## config.mk

```make
export PLATFORM = sky130hd
export DESIGN_NAME = edge_detect_multi
export DESIGN_NICKNAME = d
export VERILOG_FILES = /design/src/rtl/edge_detect_multi.sv
export SDC_FILE = /design/constraint.sdc
export NUM_CORES = 1
export LEC_CHECK = 0
export ABC_AREA = 0
export ABC_CLOCK_PERIOD_IN_PS = 2700
export CAP_MARGIN = 15
export CORE_MARGIN = 2
export CORE_UTILIZATION = 45
export DETAILED_ROUTE_END_ITERATION = 8
export PLACE_DENSITY_LB_ADDON = 0.15
export SLEW_MARGIN = 20
export SYNTH_ARGS = -nofsm -noshare
export SYNTH_HDL_FRONTEND = slang
export SYNTH_HIERARCHICAL = 1
export SYNTH_SLANG_ARGS = --single-unit
```

## constraint.sdc

```tcl
create_clock -name clk -period 2.7 [get_ports clk]
set_input_delay 0.405 -clock clk [delete_from_list [all_inputs] [get_ports clk]]
set_output_delay 0.405 -clock clk [all_outputs]
set_load 0.1 [all_outputs]
```

## src/rtl/edge_detect_multi.sv

```systemverilog
// Multi-channel synchronised, debounced edge detector with per-channel mode,
// one-cycle pulses, sticky flags and a combined registered interrupt.

module edge_detect_lane #(
  parameter int unsigned SYNC_STAGES = 2,
  parameter int unsigned FILT_CYCLES = 4,
  parameter int unsigned CNT_W       = 3
) (
  input  logic       clk,
  input  logic       n_rst,
  input  logic       d,
  input  logic [1:0] mode,
  input  logic       clr,
  output logic       level,
  output logic       pulse,
  output logic       flag
);

  logic [SYNC_STAGES-1:0] sync;
  logic [CNT_W-1:0]       cnt;
  logic                   s;
  logic                   upd;
  logic                   pulse_n;

  assign s = sync[SYNC_STAGES-1];

  always_ff @(posedge clk or negedge n_rst) begin
    if (!n_rst) begin
      sync <= '0;
    end else begin
      sync[0] <= d;
      for (int i = 1; i < SYNC_STAGES; i++) sync[i] <= sync[i-1];
    end
  end

  // Level commits on the FILT_CYCLES-th consecutive differing sample.
  always_comb begin
    upd     = (s != level) && (cnt == CNT_W'(FILT_CYCLES - 1));
    pulse_n = upd && (s ? mode[0] : mode[1]);
  end

  always_ff @(posedge clk or negedge n_rst) begin
    if (!n_rst) begin
      cnt   <= '0;
      level <= 1'b0;
      pulse <= 1'b0;
      flag  <= 1'b0;
    end else begin
      if (s == level) begin
        cnt <= '0;
      end else if (upd) begin
        cnt   <= '0;
        level <= s;
      end else begin
        cnt <= cnt + 1'b1;
      end
      pulse <= pulse_n;
      // A new event beats a same-cycle clear.
      flag  <= pulse_n | (flag & ~clr);
    end
  end

endmodule

module edge_detect_multi #(
  parameter int unsigned WIDTH       = 8,
  parameter int unsigned SYNC_STAGES = 2,
  parameter int unsigned FILT_CYCLES = 4,
  parameter int unsigned CNT_W       = 3
) (
  input  logic               clk,
  input  logic               n_rst,
  input  logic [WIDTH-1:0]   data,
  input  logic [2*WIDTH-1:0] mode,
  input  logic [WIDTH-1:0]   clr,
  input  logic [WIDTH-1:0]   irq_en,
  output logic [WIDTH-1:0]   level,
  output logic [WIDTH-1:0]   pulse,
  output logic [WIDTH-1:0]   flag,
  output logic               irq
);

  for (genvar g = 0; g < WIDTH; g++) begin : g_lane
    edge_detect_lane #(
      .SYNC_STAGES(SYNC_STAGES),
      .FILT_CYCLES(FILT_CYCLES),
      .CNT_W      (CNT_W)
    ) u_lane (
      .clk  (clk),
      .n_rst(n_rst),
      .d    (data[g]),
      .mode (mode[2*g +: 2]),
      .clr  (clr[g]),
      .level(level[g]),
      .pulse(pulse[g]),
      .flag (flag[g])
    );
  end

  always_ff @(posedge clk or negedge n_rst) begin
    if (!n_rst) irq <= 1'b0;
    else        irq <= |(flag & irq_en);
  end

endmodule

```

==> qor.yml <==
die:
  fp.dieW_um: 78.6
  die-area_um2: 6180
  row_count: 27
  io_pins: 67
  start_util: 0.460
  die_y_um: 78.6
  core_area_um2: 5440
sta:
  hold_viol_final: 0
  tightest_slew_ns: 0.600
  setup_viol: 0
  fin_tns_setup_ns: 0
  period_needed_ns: 1.49
  finalCritPeriodShare: 0.550
  max_freq_mhz: 673
  slew_headroom: 0.600
  holdWs_ns: 0.0762
  rsz0062_at_grt: "false"
  timing.final.max_slew_violations: 0
  finClkSkew_ns: 0.00417
clocking:
  clock_sinks: 65
  cts_resized: 0
  postCtsSetupBuffers: 0
  cts_tree: "yes"
  cts_root_buf: "clkbuf_8"
  cts_buffer_depth: 2
  clkTransAtPathRegs_ns: 0.07
  insertion_delay_ns: 0.33
  cts_hold_buf: 0
  htree_levels: 3
  cts_buffers: 9
grt:
  grt_first_pass_wirelength_um: 6780
  grt-ovfl-total: 0
  grt_use_total: 0.146
  grt_pass1_vias: 1588
  grt_max_degree: 40
  antenna_found_initial: 0
power_and_ir_drop:
  seqPwrFrac: 0.372
  clock_power_share: 0.258
  switchingPower_mw: 1.42
  power_leakage_nw: 1.68
  pwr-share-comb: 0.370
  switching_share: 0.402
  peakVddDrop_uv: 662
  power_density_nw_per_um2: 1030
  power.total_mw: 3.54
  intPower_mw: 2.12
logic_synthesis:
  synth_fp_nets: 224
  syn_area_um2: 2500
  ys_seq_area_frac: 0.650
  yosysTopAreaCellShare: 0.650
  syn_area_per_cell_um2: 14.4
  netlist_instances: 174
  synthTopCellsByArea: "dfrtp_1 65%, nand3b_1 4.8%, nor3b_1 4.8%"
  yosys_warnings: 6
  yosys_register_bits: 65
  ys_types: 13
  yosys.area.top_type: "dfrtp_1"
cells_and_area:
  final_cell_mix: "65 x dfrtp_1, 40 x clkdlybuf4s50_1, 25 x buf_4"
  final_common_cell: "dfrtp_1"
  multiInputGateArea_um2: 817
  ff_latch_area_um2: 1630
  drive_gt1_frac: 0.230
  nets: 302
  num-fill-cells: 449
  syn_to_final_growth_pct: 37.2
  final_core_util: 0.631
  insertedDiodeCount: 0
worst_setup_path:
  crit_family: "flip-flops"
  path_class: "flip-flop to output port"
  reg2reg_slack_ns: 1.54
  startpoint_type: "flip-flop"
  r2r_cells: 3
  path_buf_inv: 1
  worstPathMaxFanout: 5
  critPathArrivalTime_ns: 1.08
  cpPeakStageDelay_ns: 0.43
  r2r_start: "g_lane[5].u_lane/cnt[0]"
  crit_chain: "buf_4"
  slowest_stage: "dfrtp_1"
  r2r-end: "g_lane[5].u_lane/level"
  endpoint_kind: "output port"
  critPathRequiredTime_ns: 2.30
detailed_routing:
  drt_iter0_drc: 82
  drcViolationCount: 0
  routed_wl_um: 4170
  routedWlPerCell_um: 12.7
  vias: 1587
  dr.pass1.iters: 2
  viasPerCell: 4.82
  drtAntennaViolNets: 0
outcome:
  status: "finished clean"
place:
  gp_congestion: 0.719
  hpwl_um: 3230
  port_buffers: 66
flow_run:
  maxCapViolations: 0
worst_hold_path:
  holdCritPathClass: "input pin to async pin"
[power groups by stage]
stage | clock (mW) | combinational [mW] | sequential [mW]
final | 0.913 | 1.31 | 1.32
after global routing | 0.984 | 1.40 | 1.34
after CTS | 0.946 | 1.32 | 1.32
after detailed placement | 0 | 1.33 | 1.34
after global placement | 0 | 1.31 | 1.33
after floorplan | 0 | 0.386 | 1.94
[stage by stage]
step / area (um2) / setup WS, ns / instances
after floorplan: 2500 / 1.21 / 174
after global placement: 3210 / 1.32 / 313
after detailed placement: 3210 / 1.28 / 313
after CTS: 3430 / 1.20 / 329
after global routing: 3430 / 1.16 / 329
final: 3430 / 1.21 / 329
[state kept, by name (all words and copies together), names as in the netlist]
| name | flops |
|---|---|
| g_lane.u_lane/sync | 16 |
| g_lane.u_lane/pulse | 8 |
| g_lane.u_lane/cnt | 24 |
| irq | 1 |
| g_lane.u_lane/level | 8 |
| g_lane.u_lane/flag | 8 |
[cells by family after synthesis]
logic type | share of synthesized area
AO/OA/AOI/OAI | 0.0640
XOR/XNOR | 0.0280
adder cells (fa/ha/maj) | 0.0400
buffers and inverters | 0.0240
flip-flops | 0.650
multiplexers | 0.0360
AND/OR/NAND/NOR | 0.158
[Yosys cell counts, drive strengths merged]
| library cell | number |
|---|---|
| ha | 8 |
| a22oi | 4 |
| dfrtp | 65 |
| nand4 | 1 |
| nor3b | 16 |
| inv | 16 |
| a21oi | 8 |
| mux2 | 8 |
| nand2b | 8 |
| nor3 | 8 |
| nand3b | 16 |
| a21o | 8 |
| xnor2 | 8 |
[how the worst max path moves through the flow]
stage / startpoint / endpoint / slack (ns) / depth (start not counted)
final: g_lane[1].u_lane/level / level[1] / 1.21 / 1
after CTS: g_lane[2].u_lane/level / level[2] / 1.20 / 1
after detailed placement: irq_en[5] / irq / 1.28 / 3
after global routing: g_lane[6].u_lane/level / level[6] / 1.16 / 1
after global placement: irq_en[5] / irq / 1.32 / 3
after floorplan: g_lane[2].u_lane/level / g_lane[2].u_lane/flag / 1.21 / 3
[per-layer routing]
metal / global-route usage / wire length [um] / part of all wire
met1: 0.172 / 1820 / 0.44
met2: 0.232 / 2030 / 0.49
met3: 0.0425 / 201 / 0.048
met4: 0.0965 / 118 / 0.028
met5: 0 / 0 / 0
[final cells by class]
| cell class | count | share of cell area |
|---|---|---|
| Sequential cell | 65 | 0.474 |
| Multi-Input combinational cell | 93 | 0.238 |
| Timing Repair Buffer | 67 | 0.179 |
| Clock buffer | 10 | 0.0401 |
| Clock inverter | 6 | 0.0262 |
| Tap cell | 72 | 0.0262 |
| Inverter | 16 | 0.0175 |
(Power assumes the default switching activity.)
